## src/rtl/spi_pkg.sv

```systemverilog
// Shared types for the SPI transfer front-end: req mode codes, controller FSM states,
// and the default transfer width.
package spi_pkg;

  localparam int SPI_TRF_BIT_DEF = 8;

  typedef enum logic [1:0] {
    REQ_NONE   = 2'b00,
    REQ_MOSI   = 2'b01,
    REQ_MISO   = 2'b10,
    REQ_DUPLEX = 2'b11
  } req_e;

  typedef enum logic [1:0] {
    ST_IDLE,
    ST_BUSY,
    ST_STORE,
    ST_GAP
  } state_e;

endpackage

```

## src/rtl/spi_sync_fifo.sv

```systemverilog
// Single-clock first-word-fall-through FIFO with full/empty/level; the head is readable with zero latency.
// Push is refused whenever full, even if a pop coincides; DEPTH must be a power of 2 (min 2).
module spi_sync_fifo #(
  parameter int WIDTH = 8,
  parameter int DEPTH = 4
) (
  input  logic                   clk,
  input  logic                   rst,
  input  logic                   push,
  input  logic [WIDTH-1:0]       din,
  input  logic                   pop,
  output logic [WIDTH-1:0]       dout,
  output logic                   full,
  output logic                   empty,
  output logic [$clog2(DEPTH):0] level
);

  localparam int AW = $clog2(DEPTH);

  logic [WIDTH-1:0] r_mem [DEPTH];
  logic [AW-1:0]    r_wr_ptr;
  logic [AW-1:0]    r_rd_ptr;
  logic [AW:0]      r_level;
  logic             w_push;
  logic             w_pop;

  assign full   = (r_level == (AW+1)'(DEPTH));
  assign empty  = (r_level == '0);
  assign level  = r_level;
  assign w_push = push & ~full;
  assign w_pop  = pop & ~empty;
  // Head is forced to zero while empty so stale storage never shows on the output.
  assign dout   = empty ? '0 : r_mem[r_rd_ptr];

  always_ff @(posedge clk or negedge rst) begin
    if (!rst) begin
      r_wr_ptr <= '0;
      r_rd_ptr <= '0;
      r_level  <= '0;
    end else begin
      if (w_push) r_wr_ptr <= r_wr_ptr + AW'(1);
      if (w_pop)  r_rd_ptr <= r_rd_ptr + AW'(1);
      case ({w_push, w_pop})
        2'b10:   r_level <= r_level + (AW+1)'(1);
        2'b01:   r_level <= r_level - (AW+1)'(1);
        default: r_level <= r_level;
      endcase
    end
  end

  always_ff @(posedge clk) begin
    if (w_push) r_mem[r_wr_ptr] <= din;
  end

endmodule

```

## src/rtl/spi_xfer_ctrl.sv

```systemverilog
// Host command front-end for spi_top: queues {mode,byte}, runs one req transfer at a time, queues RX bytes.
// Optional watchdog under macro SPI_XFER_TIMEOUT_EN sets sticky err and aborts a hung transfer.
module spi_xfer_ctrl
  import spi_pkg::*;
#(
  parameter int SPI_TRF_BIT    = SPI_TRF_BIT_DEF,
  parameter int CMD_DEPTH      = 4,
  parameter int RX_DEPTH       = 4,
  parameter int GAP_CYCLES     = 4,
  parameter int WAIT_DURATION  = 10,
  parameter int TIMEOUT_CYCLES = 4096
) (
  input  logic                   clk,
  input  logic                   rst,
  input  logic                   cmd_valid,
  output logic                   cmd_ready,
  input  logic [1:0]             cmd_mode,
  input  logic [SPI_TRF_BIT-1:0] cmd_data,
  output logic                   rx_valid,
  input  logic                   rx_ready,
  output logic [SPI_TRF_BIT-1:0] rx_data,
  output logic [1:0]             req,
  output logic [SPI_TRF_BIT-1:0] din_master,
  output logic [7:0]             wait_duration,
  input  logic [SPI_TRF_BIT-1:0] dout_master,
  input  logic                   done_tx,
  input  logic                   done_rx,
  input  logic                   spi_idle,
  output logic                   busy,
  output logic                   err
);

  localparam int CW = SPI_TRF_BIT + 2;
  localparam int GW = $clog2(GAP_CYCLES + 2);

  logic                         w_cmd_full, w_cmd_empty, w_cmd_pop;
  logic [CW-1:0]                w_cmd_head;
  logic [$clog2(CMD_DEPTH):0]   w_cmd_level;
  logic                         w_rx_full, w_rx_empty, w_rx_push, w_rx_space;
  logic [$clog2(RX_DEPTH):0]    w_rx_level;
  req_e                         w_head_mode;
  logic [SPI_TRF_BIT-1:0]       w_head_data;

  state_e                       r_state, w_state_nxt;
  req_e                         r_req;
  logic [SPI_TRF_BIT-1:0]       r_din;
  logic [SPI_TRF_BIT-1:0]       r_rx_byte;
  logic                         r_done_tx_q, r_done_rx_q;
  logic                         r_tx_seen, r_rx_seen;
  logic [GW-1:0]                r_gap_cnt;
  logic                         w_tx_rise, w_rx_rise, w_tx_ok, w_rx_ok;
  logic                         w_done_ok, w_gap_last, w_to_hit;
  logic                         w_launch, w_complete, w_abort;

  spi_sync_fifo #(.WIDTH(CW), .DEPTH(CMD_DEPTH)) u_cmd_fifo (
    .clk   (clk),
    .rst   (rst),
    .push  (cmd_valid),
    .din   ({cmd_mode, cmd_data}),
    .pop   (w_cmd_pop),
    .dout  (w_cmd_head),
    .full  (w_cmd_full),
    .empty (w_cmd_empty),
    .level (w_cmd_level)
  );

  spi_sync_fifo #(.WIDTH(SPI_TRF_BIT), .DEPTH(RX_DEPTH)) u_rx_fifo (
    .clk   (clk),
    .rst   (rst),
    .push  (w_rx_push),
    .din   (r_rx_byte),
    .pop   (rx_ready),
    .dout  (rx_data),
    .full  (w_rx_full),
    .empty (w_rx_empty),
    .level (w_rx_level)
  );

  assign w_head_mode   = req_e'(w_cmd_head[CW-1 -: 2]);
  assign w_head_data   = w_cmd_head[SPI_TRF_BIT-1:0];
  assign cmd_ready     = ~w_cmd_full;
  assign rx_valid      = ~w_rx_empty;
  assign req           = r_req;
  assign din_master    = r_din;
  assign wait_duration = 8'(WAIT_DURATION);
  assign busy          = (r_state != ST_IDLE) || (w_cmd_level != '0);

  // Only one transfer is ever in flight, so in IDLE no STORE push is pending against this level.
  assign w_rx_space = (int'(w_rx_level) < RX_DEPTH);
  assign w_rx_push  = (r_state == ST_STORE) && ~w_rx_full;

  assign w_tx_rise  = done_tx & ~r_done_tx_q;
  assign w_rx_rise  = done_rx & ~r_done_rx_q;
  assign w_tx_ok    = r_tx_seen | w_tx_rise;
  assign w_rx_ok    = r_rx_seen | w_rx_rise;
  assign w_gap_last = (int'(r_gap_cnt) + 1 >= GAP_CYCLES);

  always_comb begin
    w_state_nxt = r_state;
    w_cmd_pop   = 1'b0;
    w_launch    = 1'b0;
    w_complete  = 1'b0;
    w_abort     = 1'b0;
    w_done_ok   = 1'b0;
    case (r_req)
      REQ_MOSI:   w_done_ok = w_tx_ok;
      REQ_MISO:   w_done_ok = w_rx_ok;
      REQ_DUPLEX: w_done_ok = w_tx_ok & w_rx_ok;
      default:    w_done_ok = 1'b0;
    endcase
    case (r_state)
      ST_IDLE: begin
        if (!w_cmd_empty && spi_idle) begin
          if (w_head_mode == REQ_NONE) begin
            w_cmd_pop = 1'b1;
          end else if (!w_head_mode[1] || w_rx_space) begin
            w_cmd_pop   = 1'b1;
            w_launch    = 1'b1;
            w_state_nxt = ST_BUSY;
          end
        end
      end
      ST_BUSY: begin
        if (w_done_ok) begin
          w_complete  = 1'b1;
          w_state_nxt = r_req[1] ? ST_STORE : ST_GAP;
        end else if (w_to_hit) begin
          w_abort     = 1'b1;
          w_state_nxt = ST_GAP;
        end
      end
      ST_STORE: w_state_nxt = ST_GAP;
      ST_GAP:   if (w_gap_last) w_state_nxt = ST_IDLE;
      default:  w_state_nxt = ST_IDLE;
    endcase
  end

  always_ff @(posedge clk or negedge rst) begin
    if (!rst) begin
      r_state     <= ST_IDLE;
      r_req       <= REQ_NONE;
      r_din       <= '0;
      r_rx_byte   <= '0;
      r_done_tx_q <= 1'b0;
      r_done_rx_q <= 1'b0;
      r_tx_seen   <= 1'b0;
      r_rx_seen   <= 1'b0;
      r_gap_cnt   <= '0;
    end else begin
      r_state     <= w_state_nxt;
      r_done_tx_q <= done_tx;
      r_done_rx_q <= done_rx;
      if (w_launch) begin
        r_req <= w_head_mode;
        r_din <= (w_head_mode == REQ_MISO) ? '0 : w_head_data;
      end else if (w_complete || w_abort) begin
        r_req <= REQ_NONE;
      end
      if (w_complete) r_rx_byte <= dout_master;
      // Done edges only count while a transfer is outstanding.
      if (r_state == ST_BUSY) begin
        if (w_tx_rise) r_tx_seen <= 1'b1;
        if (w_rx_rise) r_rx_seen <= 1'b1;
      end else begin
        r_tx_seen <= 1'b0;
        r_rx_seen <= 1'b0;
      end
      r_gap_cnt <= (r_state == ST_GAP) ? r_gap_cnt + GW'(1) : '0;
    end
  end

`ifdef SPI_XFER_TIMEOUT_EN
  localparam int TW = $clog2(TIMEOUT_CYCLES + 1);

  logic [TW-1:0] r_to_cnt;
  logic          r_err;

  always_ff @(posedge clk or negedge rst) begin
    if (!rst) begin
      r_to_cnt <= '0;
      r_err    <= 1'b0;
    end else begin
      r_to_cnt <= (r_state == ST_BUSY) ? r_to_cnt + TW'(1) : '0;
      if (w_abort) r_err <= 1'b1;
    end
  end

  assign w_to_hit = (r_state == ST_BUSY) && (int'(r_to_cnt) == TIMEOUT_CYCLES - 1);
  assign err      = r_err;
`else
  assign w_to_hit = 1'b0;
  assign err      = 1'b0;
`endif

endmodule

```

## config.mk

```make
export PLATFORM = sky130hd
export DESIGN_NAME = spi_xfer_ctrl
export DESIGN_NICKNAME = d
export VERILOG_FILES = /design/src/rtl/spi_pkg.sv /design/src/rtl/spi_sync_fifo.sv /design/src/rtl/spi_xfer_ctrl.sv
export SDC_FILE = /design/constraint.sdc
export NUM_CORES = 1
export LEC_CHECK = 0
export ABC_AREA = 1
export ABC_CLOCK_PERIOD_IN_PS = 3100
export BUFFER_PORTS_ARGS = -buffer_cell sky130_fd_sc_hd__buf_2
export CAP_MARGIN = 20
export CELL_PAD_IN_SITES_DETAIL_PLACEMENT = 0
export CELL_PAD_IN_SITES_GLOBAL_PLACEMENT = 1
export CORE_UTILIZATION = 46
export DETAILED_ROUTE_END_ITERATION = 10
export GPL_ROUTABILITY_DRIVEN = 0
export PLACE_DENSITY = 0.82
export SKIP_LAST_GASP = 1
export SLEW_MARGIN = 10
export SYNTH_ARGS = -nofsm -noshare
export SYNTH_HDL_FRONTEND = slang
export SYNTH_SLANG_ARGS = --single-unit
```

## constraint.sdc

```tcl
create_clock -name clk -period 3.1 [get_ports clk]
set_input_delay 0.62 -clock clk [delete_from_list [all_inputs] [get_ports clk]]
set_output_delay 0.62 -clock clk [all_outputs]
set_load 0.01 [all_outputs]
```

==> key figures, run 1 <==
Outcome
  • Outcome: complete, no violations

Worst setup path
  • Worst EP required: 3.48 ns
  • CP Capture Type: flip-flop
  • Reg2Reg Setup Slack: 0.42 ns
  • CP max FO: 22
  • Top delay family on crit path: flip-flops
  • Crit-path cells: inv_2 > nand2_2 > nand3_2 > nand2_2 > nand3_1 > nand2_1 > inv_2 > ha_1 > inv_1 > fa_1 > a21oi_1 > o21ai_0 > xor2_1
  • CP max stage cell: dfrtp_1
  • CP Launch Type: flip-flop
  • Arrival time worst endpoint: 3.06 ns
  • Critical path class: reg2reg
  • CP Buf/Inv Count: 3
  • CP max stage delay: 0.63 ns

Timing
  • Part of the cycle the worst path needs: 86.5%
  • Clock skew: 0.0132 ns
  • Tightest Pin Transition: 0.875 ns
  • Worst slew margin: 41.5%
  • Final TNS setup: 0 ns
  • Fin crit period: 2.68 ns
  • Final setup fails: 0
  • RSZ-0062 raised after global routing: false
  • Final slew viol count: 0
  • Fmax: 373 MHz
  • Final Hold Slack: 0.107 ns
  • Final hold violation count: 0

Power and ir drop
  • Pwr dens: 1070 mW/mm^2
  • Max VDD drop: 447 uV
  • Power Total: 6.37 mW
  • Lkg Pwr: 2.66 nW

Synth
  • Number of flops mapped to enable cells by yosys: 72
  • Async set-reset flop share out of synthesis: 36.3%
  • Part of the Yosys area used for sequential elements: 63.3%
  • Synth warn: 0
  • Synth Area per Inst: 10.8 um^2
  • Unique masters post-synth: 29
  • Synth Cell Area: 0.00503 mm^2
  • Total of flip-flops plus latches after synthesis: 113
  • Post-Synthesis Cells: 466
  • Top_reg_cell synth: edfxtp_1

Run
  • Max-Cap Viols: 0

Floorplanning
  • Initial core utilization: 48.1%
  • Ports: 55
  • Core footprint: 0.0105 mm^2
  • Vert. Die Dim: 107 um
  • Die width: 107 um
  • Die ar.: 0.0114 mm^2
  • Cell row count: 37

Clocking
  • Clock Tree Buf Depth: 2
  • Hold_buf cts: 0
  • H-tree levels: 4
  • CTS tree: done
  • Post-cts sizing count: 0
  • CTS clk-pin slew, worst paths: 0.06 ns
  • CTS Buf Count: 17
  • CTS sink count: 113
  • Worst-Skew Late Latency: 0.52 ns
  • CTS Root Buffer Type: clkbuf_8
  • Post CTS Setup Buffer Count: 0

GRT
  • First-pass GRT wire length: 15900 um
  • Initial antenna violation count: 0
  • Grt ovf: 0
  • Vias in the first global route: 3307
  • Tot GR Track Use: 18.9%
  • Largest net degree at the start of global routing: 42

Route
  • Routed length per placed instance: 14.3 um
  • Vias per std cell: 4.88
  • Starting DRT DRC Count: 128
  • DRT antenna net count: 0
  • Initial DRT Pass Iterations: 4
  • Drt total wl: 9580 um
  • DRC viols: 0
  • Vias: 3272

Layout
  • Final #Nets: 565
  • Area Overhead vs Synth: 18.5%
  • Share of cells above drive strength 1: 19.6%
  • Antenna cells: 0
  • Final Cell Area: 0.00597 mm^2

Place
  • DP HPWL: 6110 um
  • Port bufs: 45
  • DP Area: 0.00534 mm^2

Min path
  • Hold crit path type: in2async
synth_stat cells, drive strengths merged (2+ instances only):
cell type | count | share of area [%]
nand2 | 104 | 8.4
edfxtp | 72 | 43
inv | 54 | 4.0
nor2 | 49 | 3.7
dfrtp | 41 | 20
a21oi | 32 | 3.2
o21ai | 29 | 2.9
nand3 | 21 | 2.9
buf | 20 | 3.0
ha | 16 | 4.0
nor3 | 9 | 1.1
xor2 | 6 | 1.0
nand4 | 3 | 0.50
conb | 2 | 0.15
fa | 2 | 0.80
o31ai | 2 | 0.57
xnor2 | 2 | 0.35
logic make-up (layout without fill, tap and decap cells):
family	Yosys count	count (layout)	share of synthesized area (%)
AND/OR/NAND/NOR	187	187	16.7
AO/OA/AOI/OAI	63	63	6.64
adder cells (fa/ha/maj)	18	18	4.77
buffers and inverters	75	137	7.06
flip-flops	113	113	63.3
other	2	9	0.149
XOR/XNOR	8	8	1.39
routing by layer:
metal | part of all wire [%] | up-vias | GRT usage (%)
li1 | - | 1626 | -
met1 | 44 | 1549 | 22.1
met2 | 51 | 85 | 31.7
met3 | 4.0 | 12 | 5.29
met4 | 1.5 | 0 | 9.78
met5 | 0 | - | 0
path summary, 6_finish.rpt:
check / cells after the start / end / startpoint
max: 13 / u_cmd_fifo.level[2] / u_cmd_fifo.r_rd_ptr[0]
min: 1 / r_rx_byte[1] / rst
max reg2reg: 13 / u_cmd_fifo.level[2] / u_cmd_fifo.r_rd_ptr[0]
min reg2reg: 1 / r_gap_cnt[0] / r_gap_cnt[0]
max in group asynchronous: 2 / u_cmd_fifo.level[0] / rst
min in group clk: 1 / r_done_rx_q / done_rx
power by group:
group / leakage (nW) / total (mW) / switching, mW / internal (mW)
registers: 1.17 / 2.43 / 0.350 / 2.08
logic: 1.21 / 2.01 / 1.28 / 0.730
clock network: 0.281 / 1.93 / 0.651 / 1.28
cell usage in the layout (no fill, tap or decap), types with 2 or more instances in the layout:
cell type    n
clkbuf_16   16
buf_2       45
nand3_2      8
xor2_1       6
xnor2_1      2
clkinv_2     2
inv_2        5
ha_1        16
nand2_1     96
buf_4        5
clkinvlp_4   4
nor2_1      48
a21oi_1     32
bufinv_16    3
clkbuf_1     2
nand2_2      6
nand4_1      2
fa_1         2
nand2_4      2
edfxtp_1    72
inv_1       49
o21ai_0     29
clkbuf_8     4
dfrtp_1     41
conb_1       9
nor3_1       8
nand3_1     13
layout make-up:
type	instances	area, um^2
clock buffers	22	463
clock inverters	10	134
fillers	884	4500
inverters	54	203
multi-input cells	285	1520
flip-flops and latches	113	3190
well taps	136	170
repair buffers	51	290
state kept, by name, summed over array words and instances (netlist names), 3 cells and up:
register and flops:
din_master 8, u_rx_fifo.level 3, u_rx_fifo.r_mem 32, u_cmd_fifo.level 3
u_cmd_fifo.r_mem 40, r_rx_byte 8, r_gap_cnt 3
through the flow:
step	utilization [%]	setup slack, ns	instances
floorplan	-	0.905	473
global placement	51.1	0.538	638
detailed placement	51.1	0.431	638
CTS	56.8	0.408	670
global route	57.0	0.117	671
finish	57.0	0.420	671
worst register-to-register path, cell delays in order (launching register included):
cell	delay (ns)
dfrtp_1	0.63
inv_2	0.32
nand2_2	0.10
nand3_2	0.07
nand2_2	0.10
nand3_1	0.12
nand2_1	0.11
inv_2	0.09
ha_1	0.14
inv_1	0.06
fa_1	0.38
a21oi_1	0.14
o21ai_0	0.11
xor2_1	0.16
Note: power is estimated with default switching activity, not from simulation.
==> run 2: changes to the inputs <==
--- a/config.mk
+++ b/config.mk
@@ -9,9 +9,8 @@
 export ABC_CLOCK_PERIOD_IN_PS = 3100
 export BUFFER_PORTS_ARGS = -buffer_cell sky130_fd_sc_hd__buf_2
 export CAP_MARGIN = 20
-export CELL_PAD_IN_SITES_DETAIL_PLACEMENT = 0
-export CELL_PAD_IN_SITES_GLOBAL_PLACEMENT = 1
-export CORE_UTILIZATION = 46
+export CORE_UTILIZATION = 58
+export CTS_BUF_LIST = sky130_fd_sc_hd__clkbuf_8 sky130_fd_sc_hd__clkbuf_16
 export DETAILED_ROUTE_END_ITERATION = 10
 export GPL_ROUTABILITY_DRIVEN = 0
 export PLACE_DENSITY = 0.82
==> key figures, run 2 (synthesis results as in run 1) <==
Min path
  • Worst hold path depth: 1
  • Hold Path Origin: done_tx
  • Hold crit path type: in2reg

Layout
  • Share of cells above drive strength 1: 20.0%
  • Storage cell area: 0.00319 mm^2
  • Antenna cells: 0
  • Core Util, Final: 71.0%
  • Top flop regs: u_cmd_fifo.r_mem (40), u_rx_fifo.r_mem (32)
  • Most frequent cells in the layout: nand2_1, edfxtp_1, inv_1
  • Largest register FFs: 40
  • # fillers: 545
  • Final #Nets: 564
  • Final Cell Area: 0.00589 mm^2
  • Area of the multi-input gates: 0.00152 mm^2
  • Area Overhead vs Synth: 17.0%
  • Most flop-heavy register: u_cmd_fifo.r_mem
  • Most common cell after layout, fill and taps aside: nand2_1

Run
  • Max-Cap Viols: 0

Floorplanning
  • Die width: 95.2 um
  • Ports: 55
  • Die ar.: 0.00906 mm^2
  • Initial core utilization: 60.7%
  • Vert. Die Dim: 95.2 um
  • Cell row count: 33
  • Core footprint: 0.00830 mm^2

Clocking
  • Post-cts sizing count: 0
  • Post CTS Setup Buffer Count: 0
  • Clock Tree Buf Depth: 2
  • CTS tree: done
  • CTS Root Buffer Type: clkbuf_8
  • CTS Buf Count: 17
  • CTS clk-pin slew, worst paths: 0.06 ns
  • Hold_buf cts: 0
  • CTS sink count: 113
  • Worst-Skew Late Latency: 0.52 ns
  • H-tree levels: 4

Place
  • DP Area: 0.00530 mm^2
  • Port bufs: 45
  • Pre-CTS WS: 0.637 ns
  • DP HPWL: 6160 um

Worst setup path
  • Worst EP required: 2.48 ns
  • CP Capture Type: output pin
  • CP max FO: 18
  • CP Launch Type: flip-flop
  • Reg2reg start: u_cmd_fifo.r_rd_ptr[1]
  • Arrival time worst endpoint: 2.08 ns
  • Critical path class: reg2out
  • Reg2Reg Depth: 12
  • Worst Setup SP: u_rx_fifo.r_rd_ptr[0]

Route
  • DRC viols: 0
  • DRT antenna net count: 0
  • Vias per std cell: 5.38
  • Starting DRT DRC Count: 217
  • Drt total wl: 9920 um
  • Routed length per placed instance: 15.5 um
  • Initial DRT Pass Iterations: 7
  • Vias: 3440

Timing
  • Fmax: 371 MHz
  • Final setup fails: 0
  • Final TNS setup: 0 ns
  • Final slew viol count: 0
  • RSZ-0062 raised after global routing: false
  • Worst slew margin: 35.6%
  • Clock skew: 0.0100 ns
  • Fin crit period: 2.70 ns
  • Tightest Pin Transition: 0.966 ns
  • Part of the cycle the worst path needs: 87.0%
  • Final Hold Slack: 0.229 ns
  • Final setup margin: 0.403 ns
  • Final hold violation count: 0

GRT
  • Largest net degree at the start of global routing: 42
  • Vias in the first global route: 3415
  • First-pass GRT wire length: 15900 um
  • Tot GR Track Use: 24.2%
  • Initial antenna violation count: 0
  • Grt ovf: 0

Power and ir drop
  • Pwr dens: 1090 mW/mm^2
  • Lkg Pwr: 2.65 nW
  • Max VDD drop: 720 uV

Outcome
  • Outcome: complete, no violations
[run 2: cell types whose count changed in the layout (fill, tap and decap cells not counted), sizes merged]
cell      previous run  this run
clkbuf              22        17
bufinv               3         2
clkinv               3         4
clkinvlp             4         2
inv                 54        61
buf                 51        50
[run 2: critical path, stage by stage (launching register included)]
cell and delay (ns):
dfrtp_1 0.72, inv_2 0.26, o21ai_0 0.29, a21oi_1 0.12, buf_2 0.17
[run 2: metal layers]
metal / part of all wire [%] / GRT usage, % / vias up
met5: 0 / 0 / -
met3: 6.9 / 6.78 / 23
met2: 53 / 41.1 / 140
met4: 1.9 / 13.1 / 0
li1: - / - / 1630
met1: 38 / 27.6 / 1647
[run 2: metrics by stage]
| step | total power, mW | instances |
|---|---|---|
| CTS | 6.42 | 639 |
| global route | 6.81 | 639 |
| floorplan | 3.91 | 473 |
| detailed placement | 4.46 | 607 |
| finish | 6.41 | 639 |
| global placement | 4.34 | 607 |
[run 2: final timing paths]
path	slack (ns)	endpoint
setup / recovery	0.40	rx_data[6]
hold / removal	0.23	r_done_tx_q
setup reg to reg	0.59	u_cmd_fifo.level[2]
hold reg to reg	0.47	r_gap_cnt[0]
max in group asynchronous	2.24	r_rx_byte[5]
min in group asynchronous	0.26	r_gap_cnt[2]
[run 2: cell type report]
| type | count | share of cell area [%] |
|---|---|---|
| Timing Repair Buffer | 50 | 4.46 |
| Clock inverter | 15 | 2.93 |
| Multi-Input combinational cell | 285 | 25.8 |
| Inverter | 54 | 3.44 |
| Tap cell | 105 | 2.23 |
| Clock buffer | 17 | 7.03 |
| Sequential cell | 113 | 54.1 |
[run 2: report_power, final]
group	total (mW)	internal [mW]	switching [mW]
Clock	1.90	1.17	0.732
Combinational	2.08	0.731	1.35
Sequential	2.43	2.08	0.347
